**config.mk**
```make
export PLATFORM = sky130hd
export DESIGN_NAME = updown_digit_counter
export DESIGN_NICKNAME = d
export VERILOG_FILES = /design/src/rtl/updown_digit_counter.sv
export SDC_FILE = /design/constraint.sdc
export NUM_CORES = 1
export LEC_CHECK = 0
export ABC_AREA = 0
export BUFFER_PORTS_ARGS = -buffer_cell sky130_fd_sc_hd__buf_2
export CORE_ASPECT_RATIO = 1.5
export CORE_MARGIN = 8
export CORE_UTILIZATION = 50
export DETAILED_ROUTE_END_ITERATION = 6
export PLACE_DENSITY = 0.77
export SLEW_MARGIN = 20
export SYNTH_ARGS = -nofsm -noshare
export SYNTH_HDL_FRONTEND = slang
export SYNTH_SLANG_ARGS = --single-unit
```
**constraint.sdc**
```tcl
create_clock -name clk -period 6.86 [get_ports clk]
set_clock_uncertainty 0.1 [all_clocks]
set_input_delay 0.686 -clock clk [delete_from_list [all_inputs] [get_ports clk]]
set_output_delay 0.686 -clock clk [all_outputs]
set_load 0.02 [all_outputs]
```
**src/rtl/updown_digit_counter.sv**
```systemverilog
// Multi-digit up/down counter. Every digit counts modulo RADIX. Carry and
// borrow ripple through all digits within one cycle. The counter can either
// saturate or wrap at all-max and all-zero. Boundary attempts produce
// registered one-cycle overflow/underflow pulses.
module updown_digit_counter #(
    parameter int DIGITS = 4,
    parameter int RADIX  = 10,
    parameter int WRAP   = 0
) (
    input  logic                  clk,
    input  logic                  rst,
    input  logic                  en,
    input  logic                  clear,
    input  logic                  load,
    input  logic [4*DIGITS-1:0]   load_value,
    input  logic                  increase,
    input  logic                  decrease,
    output logic [4*DIGITS-1:0]   digits,
    output logic                  at_max,
    output logic                  at_min,
    output logic                  overflow,
    output logic                  underflow
);

    localparam int         W    = 4 * DIGITS;
    localparam logic [3:0] DMAX = 4'(RADIX - 1);

    logic [W-1:0] inc_val;
    logic [W-1:0] dec_val;
    logic [W-1:0] clamp_val;
    logic [W-1:0] next_digits;
    logic         next_overflow;
    logic         next_underflow;
    logic         step_up;
    logic         step_down;

    // Boundary flags decoded straight from the registered digits.
    always_comb begin
        at_max = 1'b1;
        at_min = 1'b1;
        for (int i = 0; i < DIGITS; i++) begin
            if (digits[4*i +: 4] != DMAX) at_max = 1'b0;
            if (digits[4*i +: 4] != 4'd0) at_min = 1'b0;
        end
    end

    // Candidate values: +1 with carry ripple, -1 with borrow ripple, and the
    // per-digit clamped load value.
    always_comb begin
        logic       carry;
        logic       borrow;
        logic [3:0] cur;
        logic [3:0] lv;
        carry     = 1'b1;
        borrow    = 1'b1;
        cur       = 4'd0;
        lv        = 4'd0;
        inc_val   = '0;
        dec_val   = '0;
        clamp_val = '0;
        for (int i = 0; i < DIGITS; i++) begin
            cur = digits[4*i +: 4];
            lv  = load_value[4*i +: 4];
            if (carry) begin
                if (cur == DMAX) begin
                    inc_val[4*i +: 4] = 4'd0;
                end else begin
                    inc_val[4*i +: 4] = cur + 4'd1;
                    carry = 1'b0;
                end
            end else begin
                inc_val[4*i +: 4] = cur;
            end
            if (borrow) begin
                if (cur == 4'd0) begin
                    dec_val[4*i +: 4] = DMAX;
                end else begin
                    dec_val[4*i +: 4] = cur - 4'd1;
                    borrow = 1'b0;
                end
            end else begin
                dec_val[4*i +: 4] = cur;
            end
            clamp_val[4*i +: 4] = (lv > DMAX) ? DMAX : lv;
        end
    end

    // Opposing or absent step requests cancel to a hold.
    assign step_up   = increase & ~decrease;
    assign step_down = decrease & ~increase;

    // Next-state selection with priority clear > load > step.
    always_comb begin
        next_digits    = digits;
        next_overflow  = 1'b0;
        next_underflow = 1'b0;
        if (clear) begin
            next_digits = '0;
        end else if (en) begin
            if (load) begin
                next_digits = clamp_val;
            end else if (step_up) begin
                if (at_max) begin
                    next_overflow = 1'b1;
                    next_digits   = (WRAP != 0) ? '0 : digits;
                end else begin
                    next_digits = inc_val;
                end
            end else if (step_down) begin
                if (at_min) begin
                    next_underflow = 1'b1;
                    next_digits    = (WRAP != 0) ? {DIGITS{DMAX}} : digits;
                end else begin
                    next_digits = dec_val;
                end
            end
        end
    end

    // State and pulse registers; reset returns to zero immediately.
    always_ff @(posedge clk or negedge rst) begin
        if (!rst) begin
            digits    <= '0;
            overflow  <= 1'b0;
            underflow <= 1'b0;
        end else begin
            digits    <= next_digits;
            overflow  <= next_overflow;
            underflow <= next_underflow;
        end
    end

endmodule
```
---- Word level (Yosys, flattened, before mapping) ----
Index checks and enable logic that the tools add are counted.
word-level totals
  flip-flop bits (word level) ............. 18
  input bits .............................. 23
  output and inout bits ................... 20
  logic and storage cells ................. 106
operators by class
  add/subtract/negate cells ............... 8
  $lt $le $gt $ge ......................... 4
  eq/ne operators ......................... 13
  mux-type cells .......................... 54
  bitwise logic cells ..................... 4
  reductions and logical operators ........ 17
operators by type and width
  kind                 number
  $mux 16              7
  $mux 4               18
  $reduce_bool 4->1    8
  $mux 1               29
  $ne 4x4->1 const B   5
  $reduce_and 6->1     3
  $add 4x1->4 const B  4
  $eq 4x4->1 const B   4
  $gt 4x4->1 const B   4
  $logic_not 4->1      4
  $ne 4x3->1 const B   4
  $sub 4x1->4 const B  4
  $reduce_and 4->1     1
  $and 1x1->1          2
  $not 1->1            2
  $reduce_bool 2->1    1

---- Logic depth before layout (Yosys ltp) ----
Gate-level depths: netlist of the first run.
  word-level depth ........................ 11
  mapped depth ............................ 10
  depth with buffers taken out ............ 7

---- Worst setup path before layout of the first run ----
Ideal clock, no wire load.
  kind .................................... input to register
  start ................................... input decrease
  end ..................................... register digits[12]
  library setup time ...................... 0.128 ns
  arrival time ............................ 2.243 ns
  required time ........................... 6.632 ns
  slack ................................... 4.390 ns
  stages on the path ...................... 7
  path buffers ............................ 0
  path through ............................ inv_1 ha_1 nor4b_4 nand4_1 a221o_2 nand3_2 mux2_1
on the way
  longest elaborated chain between the ends .. 6
  elaborated cells between the ends (all ways) .. 13
  those cells by class .................... eq/ne: 3; mux: 4; bitwise: 3; reduce/logical: 3
RTL lines
  what                  line  RTL
  start, declared       17    input logic decrease,
  $not 1->1             89    assign step_up = increase & ~decrease;
  $and 1x1->1           89
  $mux 16               102   end else if (step_up) begin
  $mux 16               100   if (load) begin
  $mux 16               99    end else if (en) begin
  $mux 16               97    if (clear) begin
  end signal, assigned  127   digits <= next_digits;
  end, declared         18    output logic [4*DIGITS-1:0] digits,
Parallel ways exist; a longest one is shown, timed or not. The select of a mux whose other input is x is not followed.
A chain may end at the register's enable or synchronous reset.

---- Worst setup path after layout of the first run ----
  start ................................... register digits[0]
  end ..................................... output at_min
on the way
  longest elaborated chain between the ends .. 5
RTL lines
  what                 line  RTL
  $reduce_bool 4->1    43    if (digits[4*i +: 4] != 4'd0) at_min = 1'b0;
  $mux 1 (4 in a row)  43
  end, declared        20    output logic at_min,
Every way passes these cells.

==> results of run 1 <==
==> cells by family after synthesis <==
family	Yosys count	share of synthesized area (%)
muxes	18	11.7
AOI/OAI and AO/OA	60	20.3
buffers and inverters	34	7.80
xor gates and xnor gates	2	0.888
DFF	18	22.8
and+or+nand+nor	82	27.6
adders and majority gates	14	8.88
==> final cells by class <==
class,count,share of cell area (%)
clock buffer,4,2.48
inverter,18,3.05
multi-input combinational,176,61.8
sequential,18,20.3
tap,45,2.54
timing repair buffer,43,9.82
==> worst paths after layout <==
check / from / endpoint / slack [ns] / depth (start not counted)
hold / removal: rst / underflow / 0.25 / 1
max in group asynchronous: rst / digits[0] / 6.12 / 1
setup / recovery: digits[0] / at_min / 4.15 / 5
hold reg to reg: digits[13] / digits[13] / 0.52 / 1
min in group clk: digits[13] / digits[13] / 0.52 / 1
setup reg to reg: digits[0] / digits[15] / 4.32 / 7
==> critical path, cell delays in order (launching register included) <==
cell and delay (ns):
dfrtp_1 0.49, inv_1 0.10, ha_1 0.23, nor3b_2 0.40, and4_1 0.27, buf_2 0.17
==> layout by cell type (no fill, tap or decap), types with 3 or more instances in the layout <==
cell type / n
mux2_4: 3
mux2i_1: 4
nand2b_1: 6
a2111oi_0: 5
nor2b_1: 6
inv_1: 18
a31oi_1: 6
nor3_1: 5
o21bai_1: 4
buf_2: 42
nand3_1: 10
ha_1: 14
o32ai_1: 3
nor3b_1: 3
and3b_1: 5
nor2_1: 7
a21oi_1: 13
dfrtp_1: 18
mux2_1: 9
clkbuf_8: 4
o31ai_1: 3
o21ai_0: 14
nand3b_1: 4
nand2_1: 16
==> report_power, final <==
part | leakage (nW) | internal (mW) | switching [mW]
Sequential | 0.236 | 0.122 | 0.0418
Clock | 0.0288 | 0.0511 | 0.0388
Combinational | 0.784 | 0.104 | 0.124
==> flip-flops by register name (all words and copies together) (netlist names) <==
signal     cells
underflow      1
overflow       1
digits        16
==> per-layer routing <==
metal  vias up  part of all wire (%)  routed length (µm)
met5         -                     0                   0
met4         0                   3.7                 189
met2        62                    54                2780
li1        898                     -                   -
met1       895                    38                1960
met3        19                   4.0                 204
==> through the flow <==
| step | instance area (µm²) | std cells | worst slack (ns) |
|---|---|---|---|
| after global routing | 2220 | 304 | 4.08 |
| after detailed placement | 2160 | 300 | 3.96 |
| after CTS | 2220 | 304 | 4.18 |
| after floorplan | 1970 | 228 | 4.39 |
| after global placement | 2160 | 300 | 4.02 |
| final | 2220 | 304 | 4.15 |
==> summary.md, run 1 <==
| Metric | Value |
|---|---|
| Final net count | 297 |
| Antenna Nets Post-Route | 0 |
| MaxCap Viol Count | 0 |
| Site Rows | 28 |
| GRT Overall Usage | 16.6% |
| Achievable frequency | 369 MHz |
| Core area | 0.00385 mm² |
| Final hold vios | 0 |
| CTS H-tree depth | 1 |
| Post-synth top flop | dfrtp_1 |
| # hold bufs at CTS | 0 |
| Die Ht | 92.9 µm |
| Setup bufs post-CTS | 0 |
| Worst-Skew Late Latency | 0.26 ns |
| Yosys top cell area share | 22.8% |
| Multi-input gate area | 0.00137 mm² |
| Worst hold margin | 0.246 ns |
| Max-slew violations | 0 |
| CTS max path bufs | 2 |
| Synthesized net count | 265 |
| Most common library cells after synthesis | dfrtp_1, inv_1, nand2_1, ha_1, o21ai_0 |
| Post-DP HPWL | 3980 µm |
| Layout cell share with drive strength beyond 1 | 25.1% |
| Crit. End Element | primary output |
| Worst-path maximum fanout | 10 |
| Final worst path period share | 39.5% |
| Initial antenna violation count | 0 |
| Status | complete, no violations |
| CTS tree | yes |
| RSZ-0062 raised after global routing | no |
| Drt wl/cell | 16.9 µm |
| Minimum clock period | 2.71 ns |
| Flops & latches, synth | 18 |
| Root Buffer | clkbuf_8 |
| Overflow after GRT | 0 |
| Sink Count | 18 |
| Fill cells | 377 |
| Leak Pwr | 1.05 nW |
| Slew @ Worst Pin | 0.639 ns |
| Seq/Total Area, Yosys | 22.8% |
| Layout Utilization | 57.5% |
| GP Congestion | 0.953 |
| Seq. cell area | 450 µm² |
| TritonCTS buffer count | 3 |
| Final wirelength | 5130 µm |
| Via count | 1874 |
| Global route hottest layer | met2 |
| ANT cells | 0 |
| Pwr/cell area | 218 mW/mm² |
| Req. time, crit path | 6.07 ns |
| Synth area leader | dfrtp_1 |
| Post-Synthesis Mean Instance Area | 8.65 µm² |
| DR pass1 iterations | 4 |
| Crit path DAT | 1.92 ns |
| # port buffers | 42 |
| Worst-path clk slew | 0.07 ns |
| CTS resizes | 0 |
| Die width | 67.3 µm |
| Max transition margin | 56.3% |
| Setup CP Type | register to primary output |
| Worst vdd ir | 114 µV |
| Setup crit start kind | register |
| Die ar. | 0.00625 mm² |
| EDFF count, synth | 0 |
| Largest cells by area after synthesis | dfrtp_1, ha_1, mux2_1 |
| Setup TNS | 0 ns |
| GR Util met2 | 29.3% |
| # setup viols final | 0 |
| Io pins | 43 |
| Design Power | 0.482 mW |
| Area Overhead vs Synth | 12.3% |
| Vias in the first global route | 1821 |
| Netlist cell types | 53 |
| DR vias/cell | 6.16 |
| Largest net degree at the start of global routing | 30 |
| Global-route wire length before repair | 8360 µm |
| Detailed Route Iter0 Violations | 122 |
| Met3 GRT Util | 2.06% |
| Synth Cell Area | 0.00197 mm² |
| Hold Path Class | input pin to async pin |
| GR Util met1 | 18.2% |
| Initial Utilization | 51.2% |
| Gate Count Post-Synth | 228 |
| # DRC | 0 |
| Async set or reset register ratio after synthesis | 100% |
| YS warnings | 0 |
Power figures use the tool's default switching activity.
==> run 2, diff against run 1 <==
--- a/config.mk
+++ b/config.mk
@@ -5,13 +5,13 @@
 export SDC_FILE = /design/constraint.sdc
 export NUM_CORES = 1
 export LEC_CHECK = 0
-export ABC_AREA = 0
+export ABC_AREA = 1
 export BUFFER_PORTS_ARGS = -buffer_cell sky130_fd_sc_hd__buf_2
 export CORE_ASPECT_RATIO = 1.5
 export CORE_MARGIN = 8
 export CORE_UTILIZATION = 50
 export DETAILED_ROUTE_END_ITERATION = 6
-export PLACE_DENSITY = 0.77
+export PLACE_DENSITY = 0.8
 export SLEW_MARGIN = 20
 export SYNTH_ARGS = -nofsm -noshare
 export SYNTH_HDL_FRONTEND = slang
==> constraint.sdc (replaced) <==
create_clock -name clk -period 2.31 [get_ports clk]
set_clock_uncertainty 0.1 [all_clocks]
set_input_delay 0.231 -clock clk [delete_from_list [all_inputs] [get_ports clk]]
set_output_delay 0.231 -clock clk [all_outputs]
set_load 0.02 [all_outputs]
==> run 2 against run 1 <==
  * Power rose to 3.3 times the previous value
  * Sequential power increased to 2.9 times the previous value
  * Wire length up 14%
  * Sequential cell count unchanged
  * Critical path depth rose by 2
  * Via count is 19% higher
  * Core utilization increased by 2.0 points
  * Worst setup slack lost 3.9 ns
  * Register-to-register slack lost 3.9 ns
  * Critical endpoint unchanged
==> summary.md, run 2 <==
| Metric | Value |
|---|---|
| Via count | 2222 (+19%) |
| Top delay family on crit path | simple AND/OR/NAND/NOR gates |
| Global-route wire length before repair | 9700 µm (+16%) |
| Final net count | 396 (+33%) |
| Die ar. | 0.00651 mm² (+4.2%) |
| EDFF count, synth | 0 (unchanged) |
| CP dominant cell by count | nor2_1 |
| Pwr/cell area | 665 mW/mm² (+210%) |
| RSZ-0062 raised after global routing | no |
| Setup CP Type | register to primary output |
| YS warnings | 0 (unchanged) |
| Setup TNS | 0 ns (unchanged) |
| Site Rows | 28 (unchanged) |
| Leak Pwr | 1.32 nW (+26%) |
| DR vias/cell | 5.51 (-11%) |
| Antenna Nets Post-Route | 0 (unchanged) |
| Detailed Route Iter0 Violations | 162 (+33%) |
| Req. time, crit path | 1.98 ns (-4.09 ns) |
| Layout cell share with drive strength beyond 1 | 22.9% (-2.2 points) |
| CTS tree | yes |
| Io pins | 43 (unchanged) |
| Overflow after GRT | 0 (unchanged) |
| Final worst path period share | 89.1% |
| Minimum clock period | 2.06 ns |
| Worst-path maximum fanout | 7 (-3) |
| Most frequent cells in the layout | nand2_1, nand3_1, buf_2, inv_1, nor2_1 |
| GP Congestion | 0.907 (-4.8%) |
| Post-DP HPWL | 4630 µm (+16%) |
| Critical-path cell list | inv_1 > ha_1 > nand2_1 > nor2_1 > nand3_1 > nor2_1 > buf_2 |
| Drt wl/cell | 14.6 µm (-14%) |
| Max transition margin | 69.9% (+14 points) |
| Crit. End Element | primary output |
| CP max stage cell | dfrtp_1 |
| Flops & latches, synth | 18 (unchanged) |
| Setup crit start kind | register |
| Dominant cell by count in the synthesized netlist | nand2_1 |
| Synth area leader | dfrtp_1 |
| Largest cells by area after synthesis | dfrtp_1, nand2_1, nand3_1 |
| Setup WS pre-CTS | 0.448 ns (-3.51 ns) |
| Regs by FF count | digits: 16 flops, overflow: 1 flops, underflow: 1 flops |
| Netlist cell types | 31 (-42%) |
| CP peak stage delay | 0.45 ns (-0.04 ns) |
| Max FFs per register | 16 (unchanged) |
| Crit path DAT | 1.73 ns (-0.19 ns) |
| Vias in the first global route | 2216 (+22%) |
| Post-Synthesis Mean Instance Area | 6.55 µm² (-24%) |
| Core area | 0.00396 mm² (+2.7%) |
| Synth Cell Area | 0.00208 mm² (+5.3%) |
| Most common library cells after synthesis | nand2_1, nand3_1, inv_1, nor2_1, dfrtp_1 |
| Fill cells | 412 (+9.3%) |
| Gate Count Post-Synth | 317 (+39%) |
| # setup viols final | 0 (unchanged) |
| Achievable frequency | 486 MHz |
| Die Ht | 94.9 µm (+2.2%) |
| CP Buf/Inv Count | 2 (unchanged) |
| ANT cells | 0 (unchanged) |
| Final WS setup | 0.253 ns (-3.90 ns) |
| MaxCap Viol Count | 0 (unchanged) |
| Yosys top cell area share | 21.7% (-1.1 points) |
| CTS max path bufs | 2 (unchanged) |
| Initial antenna violation count | 0 (unchanged) |
| Status | complete, no violations |
| GRT Overall Usage | 18.7% (+2.1 points) |
| Initial Utilization | 52.5% (+1.3 points) |
| Setup bufs post-CTS | 0 (unchanged) |
| Root Buffer | clkbuf_8 |
| Commonest non-fill, non-tap cell in the layout | nand2_1 |
| Max-slew violations | 0 (unchanged) |
| Die width | 68.6 µm (+2.0%) |
| Async set or reset register ratio after synthesis | 100% (unchanged) |
| # port buffers | 42 (unchanged) |
| Worst vdd ir | 393 µV (+240%) |
| TritonCTS buffer count | 3 (unchanged) |
| CTS H-tree depth | 1 (unchanged) |
| Area Overhead vs Synth | 13.5% |
| Final hold vios | 0 (unchanged) |
| Final wirelength | 5870 µm (+14%) |
| Sink Count | 18 (unchanged) |
| Slew @ Worst Pin | 0.451 ns (-0.188 ns) |
| Hold Path Class | input pin to register |
| Synthesized net count | 354 (+34%) |
| Top reg by flops | digits |
| Seq/Total Area, Yosys | 21.7% (-1.1 points) |
| Worst-Skew Late Latency | 0.26 ns (about the same) |
| # DRC | 0 (unchanged) |
| Worst-path clk slew | 0.08 ns (about the same) |
| DR pass1 iterations | 4 (unchanged) |
| Post-synth top flop | dfrtp_1 |
| Largest net degree at the start of global routing | 19 (-37%) |
## run 2: changes by cell type after synthesis, sizes merged, moves of 6 or more
| cell | previous run | this run |
|---|---|---|
| a31oi | 6 | 0 |
| nand2 | 17 | 96 |
| mux2 | 12 | 0 |
| inv | 18 | 41 |
| nand2b | 6 | 0 |
| nor2b | 6 | 0 |
| nor2 | 7 | 36 |
| nand3 | 13 | 51 |
| nor3b | 6 | 0 |
| nand4 | 2 | 12 |
## run 2: metrics by stage
step                hold WS, ns  std cells  instance area, µm²  utilization, %  total power, mW
floorplan                -0.165        317                2080               -             1.08
global placement          0.100        398                2290            57.9             1.28
detailed placement        0.107        398                2290            57.9             1.29
CTS                       0.115        403                2360            59.5             1.57
global route              0.123        403                2360            59.5             1.70
finish                    0.118        403                2360            59.5             1.57
## run 2: where the power goes
group          total (mW)  internal [mW]  leakage (nW)  switching (mW)
Sequential          0.479          0.367         0.236           0.112
Combinational       0.814          0.298          1.06           0.517
Clock               0.274          0.152        0.0288           0.122
Total                1.57          0.817          1.32           0.751
## run 2: cell type report
cell class / instances / area [µm²] / area share (%)
tap: 45 / 56.3 / 2.39
clock buffer: 4 / 55.1 / 2.34
timing repair buffer: 46 / 243 / 10.3
inverter: 42 / 168 / 7.11
multi-input combinational: 248 / 1390 / 58.8
sequential: 18 / 450 / 19.1
## run 2: worst register-to-register path, cell delays in order, from the launching register on
cell and delay, ns:
dfrtp_1 0.43, inv_1 0.13, ha_1 0.26, nand3_4 0.11, nor2_4 0.12, nand3_2 0.11
nand2_4 0.10, nand2_4 0.13, nand2_4 0.15, inv_2 0.05, nand2_1 0.05, nand2_1 0.05
## run 2: path summary, 6_finish.rpt
path / startpoint / end / slack [ns] / cells past startpoint
min in group asynchronous: rst / digits[4] / 0.34 / 2
min: en / overflow / 0.12 / 3
min reg2reg: digits[1] / digits[1] / 0.47 / 2
max: digits[5] / at_min / 0.25 / 7
max in group asynchronous: rst / digits[14] / 1.45 / 2
max reg2reg: digits[0] / digits[1] / 0.41 / 11
## run 2: what timing repair did
| action | in CTS | in global routing |
|---|---|---|
| resized for setup | 0 | 0 |
| endpoints found under the hold margin | 18 | 0 |
| hold buffers | 1 | 0 |
## run 2: logic make-up (layout without fill, tap and decap cells)
family / count (synthesis) / in the layout / synth area share (%)
compound gates: 34 / 34 / 8.61
simple gates: 196 / 196 / 48.0
flops: 18 / 18 / 21.7
xor+xnor: 4 / 4 / 1.69
fa+ha+maj: 14 / 14 / 8.43
buf+inv: 51 / 92 / 11.6
## run 2: per-layer routing
metal / wire, µm / part of all wire [%] / up-vias / track usage, %
li1: - / - / 1109 / -
met1: 2260 / 39 / 1028 / 19.9
met2: 3100 / 53 / 65 / 33.5
met3: 287 / 4.9 / 20 / 2.61
met4: 225 / 3.8 / 0 / 10.1
met5: 0 / 0 / - / 0
